==> config.mk <==
export PLATFORM = sky130hd
export DESIGN_NAME = uart_programmer_framed
export DESIGN_NICKNAME = d
export VERILOG_FILES = /design/src/rtl/uart_programmer_framed.sv
export SDC_FILE = /design/constraint.sdc
export NUM_CORES = 1
export LEC_CHECK = 0
export ABC_AREA = 0
export BUFFER_PORTS_ARGS = -buffer_cell sky130_fd_sc_hd__buf_4
export CAP_MARGIN = 0
export CORE_MARGIN = 2
export CORE_UTILIZATION = 59
export DETAILED_ROUTE_END_ITERATION = 8
export GPL_ROUTABILITY_DRIVEN = 0
export PLACE_DENSITY = 0.83
export SLEW_MARGIN = 20
export SYNTH_ARGS = -nofsm -noshare
export SYNTH_HDL_FRONTEND = slang
export SYNTH_SLANG_ARGS = --single-unit
==> constraint.sdc <==
create_clock -name clk_i -period 3.1 [get_ports clk_i]
set_input_delay 0.31 -clock clk_i [delete_from_list [all_inputs] [get_ports clk_i]]
set_output_delay 0.31 -clock clk_i [all_outputs]
set_load 0.03 [all_outputs]
==> src/rtl/uart_programmer_framed.sv <==
// Framed UART memory programmer: parses SYNC/CMD/ADDR/LEN/PAYLOAD/CSUM write packets
// from a uart_engine byte stream, streams words to memory and answers with ACK/NAK.
module uart_programmer_framed #(
    parameter int          DATA_WIDTH     = 32,
    parameter int          ADDR_WIDTH     = 32,
    parameter logic [31:0] START_ADDR     = 32'h0000_0800,
    parameter bit          RAW_MODE       = 1'b0,
    parameter logic [7:0]  SYNC_BYTE      = 8'hA5,
    parameter logic [7:0]  ACK_BYTE       = 8'h06,
    parameter logic [7:0]  NAK_BYTE       = 8'h15,
    parameter int          TIMEOUT_CYCLES = 5_000_000
) (
    input  logic                  clk_i,
    input  logic                  reset_ni,
    input  logic                  programmer_enable_i,
    input  logic                  rx_valid_i,
    input  logic [7:0]            rx_data_i,
    output logic                  tx_start_o,
    output logic [7:0]            tx_data_o,
    input  logic                  tx_done_i,
    output logic                  mem_write_enable_o,
    output logic [ADDR_WIDTH-1:0] mem_write_addr_o,
    output logic [DATA_WIDTH-1:0] mem_write_data_o,
    output logic                  busy_o,
    output logic                  frame_ok_o,
    output logic                  frame_err_o,
    output logic [1:0]            err_code_o,
    output logic [2:0]            debug_state_o
);

    localparam int DATA_BYTES = DATA_WIDTH / 8;
    localparam int TW = (TIMEOUT_CYCLES > 1) ? $clog2(TIMEOUT_CYCLES) : 1;
    localparam logic [TW-1:0]         T_LAST    = TW'(TIMEOUT_CYCLES - 1);
    localparam logic [ADDR_WIDTH-1:0] BASE_ADDR = ADDR_WIDTH'(START_ADDR);
    localparam logic [ADDR_WIDTH-1:0] ADDR_STEP = ADDR_WIDTH'(DATA_BYTES);

    typedef enum logic [2:0] {
        S_IDLE, S_CMD, S_ADDR, S_LEN, S_PAYLOAD, S_CSUM, S_RESP
    } state_t;

    // Handshakes: rx_valid_i and tx_done_i are single-cycle pulses with no back-pressure;
    // a byte is consumed on the cycle rx_valid_i is high, tx_start_o is a level held until tx_done_i.
    state_t                  state;
    logic [2:0]              byte_cnt;
    logic [15:0]             words_left;
    logic [23:0]             addr_lo;
    logic [7:0]              len_lo;
    logic [ADDR_WIDTH-1:0]   wr_addr;
    logic [DATA_WIDTH-1:0]   word_buf;
    logic [7:0]              csum;
    logic [TW-1:0]           tcnt;

    logic [DATA_WIDTH-1:0]   word_next;
    logic [7:0]              csum_next;
    logic                    word_done;
    logic                    in_frame;
    logic                    timed_out;

    always_comb begin
        word_next = word_buf;
        word_next[{byte_cnt, 3'b000} +: 8] = rx_data_i;
    end

    assign csum_next     = csum + rx_data_i;
    assign word_done     = (byte_cnt == 3'(DATA_BYTES - 1));
    assign in_frame      = (state inside {S_CMD, S_ADDR, S_LEN, S_PAYLOAD, S_CSUM});
    assign timed_out     = !RAW_MODE && in_frame && !rx_valid_i && (tcnt == T_LAST);
    assign busy_o        = (state != S_IDLE);
    assign debug_state_o = state;

    always_ff @(posedge clk_i) begin
        if (!reset_ni) begin
            state              <= S_IDLE;
            tx_start_o         <= 1'b0;
            tx_data_o          <= '0;
            mem_write_enable_o <= 1'b0;
            mem_write_addr_o   <= '0;
            mem_write_data_o   <= '0;
            frame_ok_o         <= 1'b0;
            frame_err_o        <= 1'b0;
            err_code_o         <= 2'd0;
            byte_cnt           <= '0;
            words_left         <= '0;
            addr_lo            <= '0;
            len_lo             <= '0;
            wr_addr            <= BASE_ADDR;
            word_buf           <= '0;
            csum               <= '0;
            tcnt               <= '0;
        end else begin
            // Write port and status strobes are zero except on the cycle they fire.
            mem_write_enable_o <= 1'b0;
            mem_write_addr_o   <= '0;
            mem_write_data_o   <= '0;
            frame_ok_o         <= 1'b0;
            frame_err_o        <= 1'b0;
            tcnt <= (in_frame && !rx_valid_i && !timed_out) ? tcnt + TW'(1) : '0;

            if (!programmer_enable_i) begin
                state      <= S_IDLE;
                tx_start_o <= 1'b0;
                tx_data_o  <= '0;
                byte_cnt   <= '0;
                words_left <= '0;
                wr_addr    <= BASE_ADDR;
                csum       <= '0;
                tcnt       <= '0;
            end else if (RAW_MODE) begin
                state <= S_PAYLOAD;
                if (rx_valid_i) begin
                    word_buf <= word_next;
                    if (word_done) begin
                        mem_write_enable_o <= 1'b1;
                        mem_write_addr_o   <= wr_addr;
                        mem_write_data_o   <= word_next;
                        wr_addr            <= wr_addr + ADDR_STEP;
                        byte_cnt           <= '0;
                    end else begin
                        byte_cnt <= byte_cnt + 3'd1;
                    end
                end
            end else if (timed_out) begin
                state       <= S_RESP;
                tx_start_o  <= 1'b1;
                tx_data_o   <= NAK_BYTE;
                err_code_o  <= 2'd3;
                frame_err_o <= 1'b1;
            end else begin
                case (state)
                    S_IDLE: if (rx_valid_i && rx_data_i == SYNC_BYTE) begin
                        state      <= S_CMD;
                        err_code_o <= 2'd0;
                        byte_cnt   <= '0;
                        csum       <= '0;
                    end
                    S_CMD: if (rx_valid_i) begin
                        csum <= rx_data_i;
                        if (rx_data_i == 8'h01) begin
                            state <= S_ADDR;
                        end else begin
                            state       <= S_RESP;
                            tx_start_o  <= 1'b1;
                            tx_data_o   <= NAK_BYTE;
                            err_code_o  <= 2'd1;
                            frame_err_o <= 1'b1;
                        end
                    end
                    S_ADDR: if (rx_valid_i) begin
                        csum <= csum_next;
                        if (byte_cnt == 3'd3) begin
                            wr_addr  <= ADDR_WIDTH'({rx_data_i, addr_lo});
                            byte_cnt <= '0;
                            state    <= S_LEN;
                        end else begin
                            addr_lo  <= {rx_data_i, addr_lo[23:8]};
                            byte_cnt <= byte_cnt + 3'd1;
                        end
                    end
                    S_LEN: if (rx_valid_i) begin
                        csum <= csum_next;
                        if (byte_cnt == 3'd0) begin
                            len_lo   <= rx_data_i;
                            byte_cnt <= 3'd1;
                        end else begin
                            byte_cnt   <= '0;
                            words_left <= {rx_data_i, len_lo};
                            state      <= ({rx_data_i, len_lo} == 16'd0) ? S_CSUM : S_PAYLOAD;
                        end
                    end
                    S_PAYLOAD: if (rx_valid_i) begin
                        csum     <= csum_next;
                        word_buf <= word_next;
                        if (word_done) begin
                            mem_write_enable_o <= 1'b1;
                            mem_write_addr_o   <= wr_addr;
                            mem_write_data_o   <= word_next;
                            wr_addr            <= wr_addr + ADDR_STEP;
                            byte_cnt           <= '0;
                            words_left         <= words_left - 16'd1;
                            if (words_left == 16'd1) state <= S_CSUM;
                        end else begin
                            byte_cnt <= byte_cnt + 3'd1;
                        end
                    end
                    S_CSUM: if (rx_valid_i) begin
                        state      <= S_RESP;
                        tx_start_o <= 1'b1;
                        if (csum_next == 8'h00) begin
                            tx_data_o  <= ACK_BYTE;
                            frame_ok_o <= 1'b1;
                        end else begin
                            tx_data_o   <= NAK_BYTE;
                            err_code_o  <= 2'd2;
                            frame_err_o <= 1'b1;
                        end
                    end
                    S_RESP: if (tx_done_i) begin
                        state      <= S_IDLE;
                        tx_start_o <= 1'b0;
                        tx_data_o  <= '0;
                    end
                    default: state <= S_IDLE;
                endcase
            end
        end
    end

endmodule

==> summary.txt, run 1 <==
Outcome
  – Outcome: finished, final reports clean

Global route
  – First-pass GRT wire length: between 40,000 and 50,000 microns
  – Routing usage on met2: 0.448
  – GRT Resource Usage Total: 0.278
  – Number of global-route vias before repair: about 8.3k
  – Gr ovfl total: 0
  – Met3 Track Usage GR: 0.0434
  – Initial antenna violation count: 0
  – Pin count of the biggest net entering global routing: 57
  – Grt peak-use layer: met2
  – Global routing usage on met1: 0.373

CTS
  – Clock buffer depth: 3
  – Post-CTS setup buffers: 0
  – Cts-stage hold buffer count: 0
  – Post-cts gate resize count: 0
  – Clock buffer count from CTS: 23
  – CTS tree: done
  – Root Buffer: clkbuf_16
  – Clk sinks: 222
  – Clock Latency Late Sink: roughly 500 ps
  – Clock Pin Slew Worst Setup and Hold Paths: about 60 ps
  – Htree depth: 1

Floorplan
  – Die height: roughly 130 microns
  – Core ar.: about 16,000 sq um
  – Die area: ~18,000 sq um
  – Top Ports: 95
  – Starting Density: 0.600
  – Num rows: 47
  – Die X: ~130 microns

Route
  – Via density per instance: a little over 6
  – Final ANT Viol Nets: 0
  – First-pass DRT Iterations: 8
  – Post-Route WL: 24,800 microns
  – Initial DRC Count: 881
  – DRC viols: 0
  – Vias: between 9k and 10k
  – Routed len/inst: 16.6 microns

Layout
  – N_diodes: 0
  – Commonest non-fill, non-tap cell in the layout: dfxtp_1
  – Nets@finish: between 1k and 1.5k
  – Share of cells above drive strength 1: 0.138
  – Area growth, synth to finish: 15.7%
  – Highest-count cells in the layout ignoring fill and taps: dfxtp_1 (222), nor2_1 (150), nand2_1 (147), buf_4 (117), a21oi_1 (108)

Worst setup path
  – CP arrival: just over 3000 ps
  – CP max FO: 3
  – Worst Setup End Kind: flop
  – CP required: 3500 ps
  – Crit path kind: flop to flop
  – RR Startpoint: csum[0]
  – CP startpoint kind: flop
  – Origin of the worst setup path: csum[0]

STA
  – Worst-margin pin slew: just under 1000 ps
  – Final setup TNS: 0 ps
  – Clk_skew: ~6.4 ps
  – Final hold vios: 0
  – Tcrit/Tclk final: 0.868
  – Final setup viols: 0
  – Worst slew margin: 0.340
  – RSZ-0062 raised after global routing: no
  – Final slew viol count: 0
  – Fmax: 0.372 GHz
  – Final min period: 2690 ps
  – Final WS setup: 409 ps

Synthesis
  – Post-synth EDFFs: 0
  – Ys flop type: dfxtp_1
  – Synth cell types: 70
  – Synth async-reset ratio: 0
  – Seq/Total Area, Yosys: 0.450
  – Gate Count Post-Synth: about 1.2k
  – Synth Register Bits: 222
  – Synthesized cell area: about 9900 sq um
  – Post-Syn Area per Cell: roughly 8 sq um
  – Yosys warns: 0

Worst hold path
  – HP Start: tx_done_i
  – Worst Hold Class: input pin to flop

Power and ir drop
  – Maximum VDD drop: ~0.00039 V
  – Pleak: slightly above 4 nW
  – Pwr Density: 500 nW/um^2

Flow run
  – Max_cap viols: 0

Placed design
  – DP Worst Slack: ~360 ps
  – Post-DP HPWL: ~16,000 microns
  – IO buf count: 90
-- synthesized netlist by cell type (3+ instances only) --
library cell / count / share of area
and2_1: 38 / 0.024
a21o_1: 3 / 0.0023
nand4_1: 21 / 0.013
o22ai_1: 8 / 0.0051
o31ai_1: 8 / 0.0061
a2bb2oi_1: 4 / 0.0035
dfxtp_1: 222 / 0.45
o221a_2: 3 / 0.0034
and3_1: 8 / 0.0051
clkbuf_1: 74 / 0.028
and4_1: 6 / 0.0053
xor2_1: 10 / 0.0089
o211ai_1: 3 / 0.0023
nor4_1: 9 / 0.0057
inv_1: 27 / 0.010
o21ai_0: 64 / 0.032
o211a_1: 3 / 0.0030
nand3_1: 49 / 0.025
or2_2: 4 / 0.0025
xnor2_1: 13 / 0.012
nor2_1: 151 / 0.057
a21oi_1: 108 / 0.055
ha_1: 17 / 0.022
buf_2: 8 / 0.0041
nor3_1: 21 / 0.011
nor2b_1: 4 / 0.0025
buf_4: 5 / 0.0038
a211oi_1: 17 / 0.013
nor3b_1: 6 / 0.0046
a31oi_1: 7 / 0.0044
a32o_1: 4 / 0.0041
or3_1: 6 / 0.0038
a22oi_1: 43 / 0.033
a221oi_1: 4 / 0.0035
mux2i_1: 26 / 0.026
or4_1: 4 / 0.0030
nand2b_1: 7 / 0.0044
nand2_1: 147 / 0.056
a311oi_1: 6 / 0.0053
-- logic make-up after synthesis --
kind of cell,count (synthesis),share of synthesized area
compound gates,307,0.195
xor+xnor,23,0.0204
fa+ha+maj,18,0.0236
buf+inv,116,0.0470
flops,222,0.450
mux,26,0.0264
other cells,1,0.000380
simple gates,493,0.237
-- state kept, by name (all words and copies together), names as in the netlist --
name	cells
tcnt	23
tx_start_o	1
addr_lo	24
words_left	16
mem_write_enable_o	1
err_code_o	2
len_lo	8
word_buf	32
csum	8
mem_write_data_o	32
tx_data_o	3
byte_cnt	3
frame_ok_o	1
frame_err_o	1
mem_write_addr_o	32
debug_state_o	3
wr_addr	32
-- through the flow --
step	hold WS (ps)	utilization	total power, W	area [sq um]	std cells
2_1_floorplan	427	-	0.00305	9880	1209
3_3_place_gp	442	0.649	0.00312	10700	1457
3_5_place_dp	447	0.649	0.00312	10700	1457
4_1_cts	141	0.694	0.00574	11400	1497
5_1_grt	177	0.694	0.00588	11400	1497
6_report	158	0.694	0.00571	11400	1497
-- per-layer routing --
metal  wire length [microns]  part of all wire
met5                       0                 0
met4                     867             0.035
met3                    1830             0.074
met2                   11400              0.46
met1                   10800              0.43
-- path summary, 6_finish.rpt --
path | cells after the start | slack (ps) | end
min reg2reg | 2 | 460 | word_buf[13]
min | 4 | 160 | tx_start_o
max | 8 | 410 | err_code_o[0]
max reg2reg | 8 | 410 | err_code_o[0]
-- final cells by class --
| type | instances | area, sq um |
|---|---|---|
| fill | 1322 | 5040 |
| tap | 220 | 275 |
| clock buffer | 29 | 648 |
| inverter | 27 | 101 |
| clock inverter | 11 | 83.8 |
| timing repair buffer | 117 | 878 |
| multi-input combinational | 871 | 4990 |
| sequential | 222 | 4440 |
-- where the power goes --
part / switching, W / internal [W]
sequential: 0.00000187 / 0.00286
combinational: 0.000148 / 0.0000586
clock: 0.00109 / 0.00156
-- critical path: stages, from the launching register on --
cell and delay, ps:
dfxtp_1 320, ha_1 220, fa_1 420, xnor2_1 280, nand3_1 110, a2111oi_0 450, nand4_1 190, or2_2 330
a221oi_1 270
Note: power is estimated with default switching activity, not from simulation.
==> inputs of run 2 (changes only) <==
BUFFER_PORTS_ARGS = not set   (was -buffer_cell sky130_fd_sc_hd__buf_4)
CAP_MARGIN = 20   (was 0)
CORE_MARGIN = not set   (was 2)
CORE_UTILIZATION = 60   (was 59)
DONT_BUFFER_PORTS = 1   (was not set)
PLACE_DENSITY = 0.8   (was 0.83)
==> run 2 against run 1 <==
- register-to-register slack better by 70 ps
- count of clock-buffer cells in the layout shrank 1
- flip-flop and latch count did not move
- power grew 7.9%
- non-clock buffer count is 79 lower
- clock skew grew 10 ps
- critical endpoint unchanged
==> summary.txt, run 2 (synthesis gave the netlist of run 1 again) <==
Outcome
  – Outcome: finished, final reports clean

Global route
  – Number of global-route vias before repair: between 7k and 8k
  – Global routing usage on met1: 0.405
  – Routing usage on met2: 0.464
  – GRT Resource Usage Total: 0.298
  – Grt peak-use layer: met2
  – Gr ovfl total: 0
  – First-pass GRT wire length: 40,200 microns
  – Met3 Track Usage GR: 0.0586
  – Pin count of the biggest net entering global routing: 67
  – Initial antenna violation count: 0

Power and ir drop
  – Pleak: about 3.7 nW
  – Pwr Density: about 560 nW/um^2
  – Maximum VDD drop: 0.000505 V

Route
  – Via density per instance: 6.24
  – Initial DRC Count: around 1k
  – First-pass DRT Iterations: 6
  – DRC viols: 0
  – Routed len/inst: roughly 18 microns
  – Post-Route WL: 25,200 microns
  – Final ANT Viol Nets: 0
  – Vias: 8,827

Placed design
  – IO buf count: 0
  – Post-DP HPWL: 15,500 microns
  – Placed cell count: roughly 1.4k

Floorplan
  – Top Ports: between 90 and 100
  – Die height: approximately 130 microns
  – Die X: roughly 130 microns
  – Num rows: 46
  – Starting Density: 0.617
  – Core ar.: ~16,000 sq um
  – Die area: 17,000 sq um

Flow run
  – Max_cap viols: 0

STA
  – Worst-margin pin slew: 912 ps
  – RSZ-0062 raised after global routing: no
  – Worst slew margin: 0.391
  – Tcrit/Tclk final: 0.846
  – Final setup TNS: 0 ps
  – Final slew viol count: 0
  – Final hold vios: 0
  – Final min period: roughly 2600 ps
  – Final setup viols: 0
  – Fmax: 0.381 GHz
  – Clk_skew: 16.9 ps

CTS
  – Clock buffer count from CTS: 23
  – Post-cts gate resize count: 0
  – Clock Pin Slew Worst Setup and Hold Paths: about 60 ps
  – Root Buffer: clkbuf_16
  – Post-CTS setup buffers: 0
  – Clock buffer depth: 3
  – Cts-stage hold buffer count: 11
  – Clock Latency Late Sink: around 530 ps
  – Clk sinks: 222
  – CTS tree: done
  – Htree depth: 1

Layout
  – Filler cells: ~1.3k
  – N_diodes: 0
  – Share of cells above drive strength 1: 0.0742
  – Highest-count cells in the layout ignoring fill and taps: dfxtp_1 (222), nor2_1 (150), nand2_1 (146), a21oi_1 (108), o21ai_0 (64)
  – Nets@finish: 1,214
  – Commonest non-fill, non-tap cell in the layout: dfxtp_1
  – Post-Layout Cell Count: roughly 1.4k
  – Area growth, synth to finish: 11.5%

Worst setup path
  – Crit path kind: flop to flop
  – CP max FO: 3
  – CP required: 3490 ps
  – CP startpoint kind: flop
  – CP arrival: around 3000 ps
  – Worst Setup End Kind: flop

Worst hold path
  – Worst Hold Class: input pin to flop
-- run 2: cell types whose count changed in the layout (fill, tap and decap cells not counted), sizes merged --
cell / change
dlygate4sd3: +11
clkinv: -6
inv: +2
clkinvlp: +1
buf: -90
bufinv: +5
clkbuf: -1
-- run 2: per-layer routing --
| layer | vias to the layer above | share of wire |
|---|---|---|
| li1 | 4204 | - |
| met2 | 426 | 0.44 |
| met4 | 0 | 0.035 |
| met3 | 77 | 0.091 |
| met5 | - | 0 |
| met1 | 4120 | 0.43 |
-- run 2: power by group --
| part | internal [W] | switching [W] | total (W) |
|---|---|---|---|
| clock network | 0.00197 | 0.00116 | 0.00312 |
| logic | 0.0000536 | 0.000125 | 0.000179 |
| registers | 0.00285 | 0.00000415 | 0.00286 |
| total | 0.00487 | 0.00129 | 0.00616 |
-- run 2: final timing paths --
check,start,to,slack [ps],cells past startpoint
hold reg to reg,wr_addr[1],wr_addr[1],440,2
setup reg to reg,csum[0],err_code_o[0],480,8
setup / recovery,csum[0],err_code_o[0],480,8
hold / removal,rx_data_i[6],wr_addr[30],20,3
-- run 2: critical path: stages, from the launching register on --
cell and delay, ps:
dfxtp_1 320, ha_1 210, fa_1 400, xnor2_1 300, nand3_1 120, a2111oi_0 400, nand4_1 180, or2_2 330
a221oi_1 250
-- run 2: layout make-up --
cell class | instances | area (sq um) | area share
tap | 216 | 270 | 0.0246
inverter | 27 | 103 | 0.00932
multi-input combinational | 871 | 4990 | 0.454
sequential | 222 | 4440 | 0.404
clock buffer | 28 | 634 | 0.0576
clock inverter | 13 | 236 | 0.0215
timing repair buffer | 38 | 325 | 0.0296
-- run 2: through the flow --
step | power (W) | cell area [sq um] | setup WS (ps) | hold WS (ps) | utilization
2_1_floorplan | 0.00305 | 9880 | 483 | 427 | -
3_3_place_gp | 0.00306 | 10000 | 584 | 438 | 0.627
3_5_place_dp | 0.00306 | 10000 | 495 | 441 | 0.627
4_1_cts | 0.00619 | 11000 | 499 | 11.4 | 0.688
5_1_grt | 0.00632 | 11000 | 266 | 18.3 | 0.688
6_report | 0.00616 | 11000 | 477 | 21.0 | 0.688
